<file path="src/rtl/vga_scan_out.sv">
// VGA raster generator: walks the screen, requests pixel coordinates ahead of display,
// and delays the sync/blank timing so it lines up with the returned grayscale sample.
`timescale 1ns/1ps
module vga_scan_out #(
    parameter int H_ACTIVE = 640,
    parameter int H_FP     = 16,
    parameter int H_SYNC   = 96,
    parameter int H_BP     = 48,
    parameter int V_ACTIVE = 480,
    parameter int V_FP     = 10,
    parameter int V_SYNC   = 2,
    parameter int V_BP     = 33,
    parameter int PIPE_LAT = 2,
    parameter int DATA_W   = 8
) (
    input  logic              clk_in,
    input  logic              reset,
    input  logic              pixel_en,
    input  logic [DATA_W-1:0] pixel_in,
    output logic [9:0]        next_x,
    output logic [9:0]        next_y,
    output logic              hsync,
    output logic              vsync,
    output logic              blank_n,
    output logic [DATA_W-1:0] vga_r,
    output logic [DATA_W-1:0] vga_g,
    output logic [DATA_W-1:0] vga_b,
    output logic              frame_start
);

    localparam int H_TOTAL = H_ACTIVE + H_FP + H_SYNC + H_BP;
    localparam int V_TOTAL = V_ACTIVE + V_FP + V_SYNC + V_BP;

    localparam logic [9:0] H_LAST   = 10'(H_TOTAL - 1);
    localparam logic [9:0] V_LAST   = 10'(V_TOTAL - 1);
    localparam logic [9:0] H_ACT    = 10'(H_ACTIVE);
    localparam logic [9:0] V_ACT    = 10'(V_ACTIVE);
    localparam logic [9:0] HS_FIRST = 10'(H_ACTIVE + H_FP);
    localparam logic [9:0] HS_LAST  = 10'(H_ACTIVE + H_FP + H_SYNC - 1);
    localparam logic [9:0] VS_FIRST = 10'(V_ACTIVE + V_FP);
    localparam logic [9:0] VS_LAST  = 10'(V_ACTIVE + V_FP + V_SYNC - 1);

    logic [9:0]          h_cnt_q, h_cnt_d;
    logic [9:0]          v_cnt_q, v_cnt_d;
    logic [9:0]          next_x_q, next_x_d;
    logic [9:0]          next_y_q, next_y_d;
    logic                first_q, first_d;
    logic                frame_start_q, frame_start_d;
    logic [PIPE_LAT-1:0] hs_pipe_q, hs_pipe_d;
    logic [PIPE_LAT-1:0] vs_pipe_q, vs_pipe_d;
    logic [PIPE_LAT-1:0] act_pipe_q, act_pipe_d;
    logic [DATA_W-1:0]   rgb_q, rgb_d;
    logic                hs_raw, vs_raw, act_raw;

    assign hs_raw  = !((h_cnt_q >= HS_FIRST) && (h_cnt_q <= HS_LAST));
    assign vs_raw  = !((v_cnt_q >= VS_FIRST) && (v_cnt_q <= VS_LAST));
    assign act_raw = (h_cnt_q < H_ACT) && (v_cnt_q < V_ACT);

    always_comb begin
        h_cnt_d       = h_cnt_q;
        v_cnt_d       = v_cnt_q;
        next_x_d      = next_x_q;
        next_y_d      = next_y_q;
        first_d       = first_q;
        frame_start_d = frame_start_q;
        hs_pipe_d     = hs_pipe_q;
        vs_pipe_d     = vs_pipe_q;
        act_pipe_d    = act_pipe_q;
        rgb_d         = rgb_q;
        if (pixel_en) begin
            if (h_cnt_q == H_LAST) begin
                h_cnt_d = 10'd0;
                v_cnt_d = (v_cnt_q == V_LAST) ? 10'd0 : v_cnt_q + 10'd1;
            end else begin
                h_cnt_d = h_cnt_q + 10'd1;
            end
            next_x_d = (h_cnt_d < H_ACT) ? h_cnt_d : 10'd0;
            next_y_d = (v_cnt_d < V_ACT) ? v_cnt_d : 10'd0;
            // Reset leaves (0,0) already requested, so the first tick flags that frame.
            frame_start_d = first_q || ((h_cnt_d == 10'd0) && (v_cnt_d == 10'd0));
            first_d       = 1'b0;
            for (int i = PIPE_LAT - 1; i > 0; i--) begin
                hs_pipe_d[i]  = hs_pipe_q[i-1];
                vs_pipe_d[i]  = vs_pipe_q[i-1];
                act_pipe_d[i] = act_pipe_q[i-1];
            end
            hs_pipe_d[0]  = hs_raw;
            vs_pipe_d[0]  = vs_raw;
            act_pipe_d[0] = act_raw;
            rgb_d = act_pipe_q[PIPE_LAT-1] ? pixel_in : '0;
        end
    end

    always_ff @(posedge clk_in or posedge reset) begin
        if (reset) begin
            h_cnt_q       <= 10'd0;
            v_cnt_q       <= 10'd0;
            next_x_q      <= 10'd0;
            next_y_q      <= 10'd0;
            first_q       <= 1'b1;
            frame_start_q <= 1'b0;
            hs_pipe_q     <= '1;
            vs_pipe_q     <= '1;
            act_pipe_q    <= '0;
            rgb_q         <= '0;
        end else begin
            h_cnt_q       <= h_cnt_d;
            v_cnt_q       <= v_cnt_d;
            next_x_q      <= next_x_d;
            next_y_q      <= next_y_d;
            first_q       <= first_d;
            frame_start_q <= frame_start_d;
            hs_pipe_q     <= hs_pipe_d;
            vs_pipe_q     <= vs_pipe_d;
            act_pipe_q    <= act_pipe_d;
            rgb_q         <= rgb_d;
        end
    end

    // Grayscale display: one register drives all three channels.
    assign next_x      = next_x_q;
    assign next_y      = next_y_q;
    assign hsync       = hs_pipe_q[PIPE_LAT-1];
    assign vsync       = vs_pipe_q[PIPE_LAT-1];
    assign blank_n     = act_pipe_q[PIPE_LAT-1];
    assign vga_r       = rgb_q;
    assign vga_g       = rgb_q;
    assign vga_b       = rgb_q;
    assign frame_start = frame_start_q;

endmodule

</file>
<file path="config.mk">
export PLATFORM = sky130hd
export DESIGN_NAME = vga_scan_out
export DESIGN_NICKNAME = d
export VERILOG_FILES = /design/src/rtl/vga_scan_out.sv
export SDC_FILE = /design/constraint.sdc
export NUM_CORES = 1
export LEC_CHECK = 0
export ABC_CLOCK_PERIOD_IN_PS = 2300
export CAP_MARGIN = 20
export CORE_UTILIZATION = 47
export CTS_CLUSTER_DIAMETER = 40
export CTS_CLUSTER_SIZE = 40
export DETAILED_ROUTE_END_ITERATION = 7
export PLACE_DENSITY = 0.76
export SYNTH_ARGS = -nofsm -noshare
export SYNTH_HDL_FRONTEND = slang
export SYNTH_SLANG_ARGS = --single-unit
</file>
<file path="constraint.sdc">
create_clock -name clk_in -period 2.3 [get_ports clk_in]
set_input_delay 0.23 -clock clk_in [delete_from_list [all_inputs] [get_ports clk_in]]
set_output_delay 0.23 -clock clk_in [all_outputs]
set_load 0.02 [all_outputs]
</file>
==> results by group, run 1 <==
Logic synthesis
  – Largest family of logic cells by synthesized area: simple AND/OR/NAND/NOR gates
  – Synth Area in Compound Gates: 0.1741
  – Adder-cell share of the synthesized area: 0.01961
  – Cells after Synth: 324
  – Synth cell types: 56
  – Mux share of post-synthesis cell area: 0.02706
  – Post-synth top area share: 0.4000
  – Synth area leaders: dfrtp_1 (40%), o2bb2ai_1 (4.9%), xnor2_1 (4.4%)
  – Number of synthesized flops with an enable pin: 0
  – Asr flop ratio synth: 1.000
  – Synth area leader: dfrtp_1
  – Simple-gate portion of the synthesized area: 0.1773
  – Syn Nets: 340
  – Synth Register Bits: 56
  – Synth Warn #: 0
  – Netlist Area Pre-Place: 3191 µm²
  – Count leader, synth: dfrtp_1
  – Syn avg cell area: 9.847 µm²
  – Seq/Total Area, Yosys: 0.4412
  – Ys flop type: dfrtp_1
  – Post-Synth XOR/XNOR Area: 0.05490
  – Commonest cells in the netlist: dfrtp_1 (51), nand2_1 (27), nor2_1 (27)

Critical path
  – Kind of critical path: reg -> reg
  – Worst Path Arrival: 2.46 ns
  – Crit path max fanout: 11
  – Data required, critical path: 2.54 ns
  – Startpoint types: register
  – Worst Setup End Kind: register

GRT
  – Vias in the first global route: 2,557
  – First-pass GRT wire length: 12,620 µm
  – Grt ovf: 0
  – Initial antenna violation count: 0
  – Global-route usage over all layers: 0.2232
  – Largest net degree at the start of global routing: 45

Drt
  – Total Routed Length: 7705 µm
  – 1st-iter DRT viols: 220
  – Via count: 2,703
  – Residual DRC: 10
  – Drt pass-1 iters: 6
  – Routed len/inst: 16.46 µm
  – Vias/cell: 5.776
  – Detail Route Antenna Nets: 0

Pwr
  – Pleak: 1.658 nW
  – Overall Power: 0.003040 W
  – Cell Pwr Density: 744.1 nW/µm²
  – Maximum vdd drop: 0.0006085 V

STA
  – Setup violators final: 0
  – Relative slew slack: 0.7136
  – Final worst setup slack: 0.07463 ns
  – Fin. max-slew vios: 0
  – Final min period: 2.225 ns
  – Clock Skew: 0.01000 ns
  – Period utilization: 0.9676
  – FMAX: 0.4494 GHz
  – RSZ-0062 raised after global routing: yes
  – Worst-Margin Slew: 0.4280 ns
  – Hold Fails Final Rpt: 0

Placement
  – Dpl hpwl: 5458 µm
  – Pre-CTS setup slack: -0.06921 ns
  – Placed Area: 3877 µm²
  – Placed cells: 454
  – IO buf count: 58
  – Routability cong.: 0.9325

Die
  – Die Ht: 84.39 µm
  – DIE AREA: 7122 µm²
  – # rows: 29
  – Die width: 84.39 µm
  – Core area: 6459 µm²
  – # IOs: 59
  – Starting Density: 0.4940

Clocking
  – Clk slew on worst S/H paths: 0.10 ns
  – Root Buffer: clkbuf_8
  – Clk buf depth: 2
  – TritonCTS clock tree: built
  – CTS Sinks: 56
  – Clock latency on the worst-skew pair: 0.31 ns
  – CTS HTree Levels: 2
  – Num CTS Buffers: 5

Finish
  – Post-route cell area: 4085 µm²
  – Fillers: 523
  – Syn-to-layout area delta: 28.04%
  – Final Non-Filler Cells: 468
  – Antenna cells: 0
  – Core Util, Final: 0.6325
  – Share of layout cells above drive strength 1: 0.2123
  – Final nets: 406

Outcome
  – Violated checks: design-rule violations
  – Status: finished with violations

Min path
  – Hold WC Path Type: in -> async

Job
  – Max-cap violations: 0
per-layer routing:
layer	share of wire	track usage
met1	0.46	0.3185
met2	0.46	0.3517
met3	0.063	0.04326
met4	0.016	0.05701
met5	0	0
flip-flops by register name, indices dropped and copies added (netlist names):
name / flops
next_y: 10
first_q: 1
vga_b: 8
frame_start: 1
v_cnt_q: 10
next_x: 10
act_pipe_q: 2
vs_pipe_q: 2
hs_pipe_q: 2
h_cnt_q: 10
final cells by class:
class | instances | area, µm² | share of cell area
Sequential cell | 56 | 1408 | 0.3446
Tap cell | 77 | 96.34 | 0.02358
Clock buffer | 8 | 90.09 | 0.02205
Timing Repair Buffer | 103 | 930.9 | 0.2279
Inverter | 10 | 37.54 | 0.009188
Multi-Input combinational cell | 214 | 1523 | 0.3727
report_power, final:
part / internal (W) / switching [W]
clock network: 0.000247 / 0.000316
registers: 0.00114 / 0.000124
logic: 0.000563 / 0.000646
total: 0.00195 / 0.00109
logic make-up after synthesis:
kind of cell / count (synthesis)
and+or+nand+nor: 107
AOI/OAI and AO/OA: 74
DFF: 56
buffers and inverters: 54
xor gates and xnor gates: 20
muxes: 8
adders and majority gates: 5
critical path: stages (launching register included):
cell,delay [ns]
dfrtp_1,0.41
ha_4,0.16
nand4_4,0.10
or4_4,0.51
buf_4,0.20
buf_4,0.17
nor3_2,0.19
xnor2_1,0.16
nand4_1,0.11
o21ai_1,0.13
layout by cell type (no fill, tap or decap), drive strengths merged, types with 4 or more instances in the layout:
master         count
ha                 5
a22o               9
or3                4
nand4              9
clkdlybuf4s50     58
xnor2             16
nand3             15
nand2             27
o21ai             14
o2bb2ai           18
nor3               7
a21oi             11
inv               10
and3               4
dfrtp             51
nor4               4
xor2               4
clkbuf             8
dfstp              5
buf               45
mux2               5
nor2              27
repair_timing:
action	CTS	global route
resized for setup	2	13
gates cloned	0	0
endpoints found under the setup margin	10	10
pin swaps	1	3
setup buffers	1	5
hold buffers	0	0
worst paths after layout:
kind | cells after the start | from | slack (ns) | to
worst max-delay path | 9 | h_cnt_q[1] | 0.07 | frame_start
worst min-delay path | 2 | reset | 0.21 | vga_b[3]
worst max register to register | 9 | h_cnt_q[1] | 0.07 | frame_start
worst min register to register | 1 | first_q | 0.49 | first_q
max in group asynchronous | 3 | reset | 1.45 | h_cnt_q[6]
min in group clk_in | 1 | first_q | 0.49 | first_q
through the flow:
stage / setup TNS, ns / hold WS [ns]
finish: 0 / 0.2128
global route: -0.03353 / 0.2482
CTS: 0 / 0.2272
detailed placement: -0.4293 / 0.4726
global placement: 0 / 0.4694
floorplan: 0 / 0.3627
Note: power is estimated with default switching activity, not from simulation.
==> inputs of run 2 (changes only) <==
--- a/config.mk
+++ b/config.mk
@@ -5,7 +5,6 @@
 export SDC_FILE = /design/constraint.sdc
 export NUM_CORES = 1
 export LEC_CHECK = 0
-export ABC_CLOCK_PERIOD_IN_PS = 2300
 export CAP_MARGIN = 20
 export CORE_UTILIZATION = 47
 export CTS_CLUSTER_DIAMETER = 40
==> results of run 2 <==
No change in the layout: final DEF, timing and power equal those of run 1.
==> inputs of run 3 (changes only) <==
--- a/config.mk
+++ b/config.mk
@@ -5,7 +5,9 @@
 export SDC_FILE = /design/constraint.sdc
 export NUM_CORES = 1
 export LEC_CHECK = 0
+export ABC_CLOCK_PERIOD_IN_PS = 2300
 export CAP_MARGIN = 20
+export CORE_MARGIN = 2
 export CORE_UTILIZATION = 47
 export CTS_CLUSTER_DIAMETER = 40
 export CTS_CLUSTER_SIZE = 40
==> run 3 against run 2 <==
The run now ends clean; worst setup slack got worse by 0.050 ns; sequential share of layout area decreased by 0.16 points; via count is 1.9% lower; non-clock buffer count is 6 lower; cell area grew 0.46%.
==> results by group, run 3 (synthesized netlist as in run 1, its figures left out) <==
Outcome
  – Status: complete, no violations (was finished with violations)

STA
  – Clock Skew: 0.006047 ns (was 0.01000 ns)
  – Hold Fails Final Rpt: 0 (unchanged)
  – Setup violators final: 0 (unchanged)
  – Period utilization: 0.9892 (was 0.9676)
  – Worst-Margin Slew: 0.4144 ns (was 0.4280 ns)
  – Fin. max-slew vios: 0 (unchanged)
  – RSZ-0062 raised after global routing: yes (unchanged)
  – Relative slew slack: 0.7218 (was 0.7136)
  – Final min period: 2.275 ns (was 2.225 ns)
  – FMAX: 0.4396 GHz (was 0.4494 GHz)
  – Final TNS setup: 0 ns (unchanged)

Placement
  – Dpl hpwl: 5180 µm (was 5458 µm)
  – IO buf count: 58 (unchanged)
  – Placed Area: 3886 µm² (was 3877 µm²)
  – Routability cong.: 0.9160 (was 0.9325)

GRT
  – Met1 GRT Util: 0.2887 (was 0.3185)
  – First-pass GRT wire length: 12,340 µm (was 12,620 µm)
  – Grt ovf: 0 (unchanged)
  – Vias in the first global route: 2,499 (was 2,557)
  – Global-route usage over all layers: 0.2097 (was 0.2232)
  – Initial antenna violation count: 0 (unchanged)
  – GR Util met3: 0.03905 (was 0.04326)
  – Largest net degree at the start of global routing: 57 (was 45)
  – GR peak layer: met2 (unchanged)
  – Global-route track usage on met2: 0.3273 (was 0.3517)

Critical path
  – Startpoint types: register (unchanged)
  – Data required, critical path: 2.55 ns (was 2.54 ns)
  – Reg2reg end: frame_start (unchanged)
  – Crit Reg-Reg Startpoint: v_cnt_q[0] (was h_cnt_q[1])
  – Kind of critical path: reg -> reg (unchanged)
  – Worst Setup End Kind: register (unchanged)
  – Reg2Reg Depth: 8 (was 9)
  – Crit path max fanout: 2 (was 11)
  – Worst setup startpoint: v_cnt_q[0] (was h_cnt_q[1])
  – R2r setup slk: 0.02 ns (was 0.07 ns)
  – Worst Path Arrival: 2.52 ns (was 2.46 ns)

Pwr
  – Cell Pwr Density: 811.2 nW/µm² (was 744.1 nW/µm²)
  – Pleak: 1.680 nW (was 1.658 nW)
  – Pint: 0.002233 W (was 0.001954 W)
  – Comb pwr share: 0.355 (was 0.398)
  – Clock power frac: 0.267 (was 0.185)
  – Sw frac: 0.3293 (was 0.3571)
  – Sequential Power Share: 0.378 (was 0.417)
  – Maximum vdd drop: 0.0006331 V (was 0.0006085 V)
  – NetSw: 0.001096 W (was 0.001085 W)

Drt
  – 1st-iter DRT viols: 209 (was 220)
  – Via count: 2,652 (was 2,703)
  – Vias/cell: 5.703 (was 5.776)
  – Total Routed Length: 7513 µm (was 7705 µm)
  – Detail Route Antenna Nets: 0 (unchanged)
  – Residual DRC: 0 (was 10)
  – Drt pass-1 iters: 5 (was 6)
  – Routed len/inst: 16.16 µm (was 16.46 µm)

Clocking
  – Clk slew on worst S/H paths: 0.10 ns (about the same)
  – CTS Sinks: 56 (unchanged)
  – CTS HTree Levels: 2 (unchanged)
  – Clock latency on the worst-skew pair: 0.32 ns (was 0.31 ns)
  – CTS Hold Bufs: 0 (unchanged)
  – Root Buffer: clkbuf_8 (unchanged)
  – Clk buf depth: 2 (unchanged)
  – TritonCTS clock tree: built (unchanged)
  – Num CTS Buffers: 5 (unchanged)

Finish
  – Final nets: 400 (was 406)
  – Post-route cell area: 4104 µm² (was 4085 µm²)
  – Multi-input gate area: 1498 µm² (was 1523 µm²)
  – Antenna cells: 0 (unchanged)
  – Most frequent cells in the layout: clkdlybuf4s50_1 (58), dfrtp_1 (51), buf_4 (36) (was clkdlybuf4s50_1 (58), dfrtp_1 (51), buf_4 (44))
  – Syn-to-layout area delta: 28.63% (was 28.04%)
  – Commonest non-fill, non-tap cell in the layout: clkdlybuf4s50_1 (unchanged)
  – Share of layout cells above drive strength 1: 0.2000 (was 0.2123)
  – FF+latch area: 1408 µm² (unchanged)
  – Fillers: 553 (was 523)

Die
  – # rows: 30 (was 29)
  – Die Ht: 86.39 µm (was 84.39 µm)
  – Core area: 6681 µm² (was 6459 µm²)
  – Starting Density: 0.4775 (was 0.4940)
  – Die width: 86.39 µm (was 84.39 µm)
  – DIE AREA: 7463 µm² (was 7122 µm²)
  – # IOs: 59 (unchanged)

Job
  – Max-cap violations: 0 (unchanged)

Min path
  – Hold WC Path Type: in -> async (unchanged)
==> run 3: cell count changes in the layout (fill, tap and decap cells not counted), moves of 2 or more <==
cell	before	now
bufinv_16	0	3
nor3_2	3	1
clkbuf_1	2	0
buf_4	44	36
==> run 3: critical path, stage by stage, from the launching register on <==
cell	delay, ns
dfrtp_1	0.40
inv_2	0.06
ha_1	0.13
nand4_1	0.14
or4_4	0.52
a311o_1	0.34
a2111oi_2	0.30
nand4_1	0.16
o21ai_1	0.15
==> run 3: power groups by stage <==
stage                     clock network (W)  logic, W  registers [W]
final                              0.000887   0.00118        0.00126
after global routing               0.000944   0.00128        0.00128
after CTS                          0.000901   0.00118        0.00126
after detailed placement                  0   0.00114        0.00128
after global placement                    0   0.00113        0.00127
after floorplan                           0  0.000637        0.00138
==> run 3: routing by layer <==
| metal | routed length (µm) | vias to the layer above |
|---|---|---|
| met5 | 0 | - |
| li1 | - | 1265 |
| met3 | 497 | 17 |
| met1 | 3436 | 1254 |
| met4 | 191 | 0 |
| met2 | 3387 | 116 |
==> run 3: worst max-delay path by stage <==
stage	to	cells past startpoint
final	frame_start	8
after CTS	frame_start	8
after global placement	frame_start	9
after detailed placement	next_y[8]	9
after floorplan	frame_start	9
after global routing	frame_start	8
==> run 3: cell type report <==
class / count / area share
multi-input combinational: 214 / 0.3649
sequential: 56 / 0.3430
timing repair buffer: 97 / 0.2198
tap: 80 / 0.02439
clock inverter: 3 / 0.02195
clock buffer: 5 / 0.01677
inverter: 10 / 0.009146
==> run 3: through the flow <==
stage	setup slack [ns]	power [W]	hold slack (ns)	cells	util
floorplan	0.01409	0.002015	0.3627	324	-
global placement	0.01595	0.002405	0.4709	456	0.5816
detailed placement	-0.07504	0.002425	0.4719	456	0.5816
CTS	0.01291	0.003337	0.2992	465	0.6079
global route	-0.05992	0.003505	0.3064	465	0.6142
finish	0.02494	0.003329	0.2745	465	0.6142
==> run 3: repair_timing <==
action | CTS | global route
resized for setup | 3 | 10
setup endpoints to repair | 10 | 10
setup buffers | 1 | 0
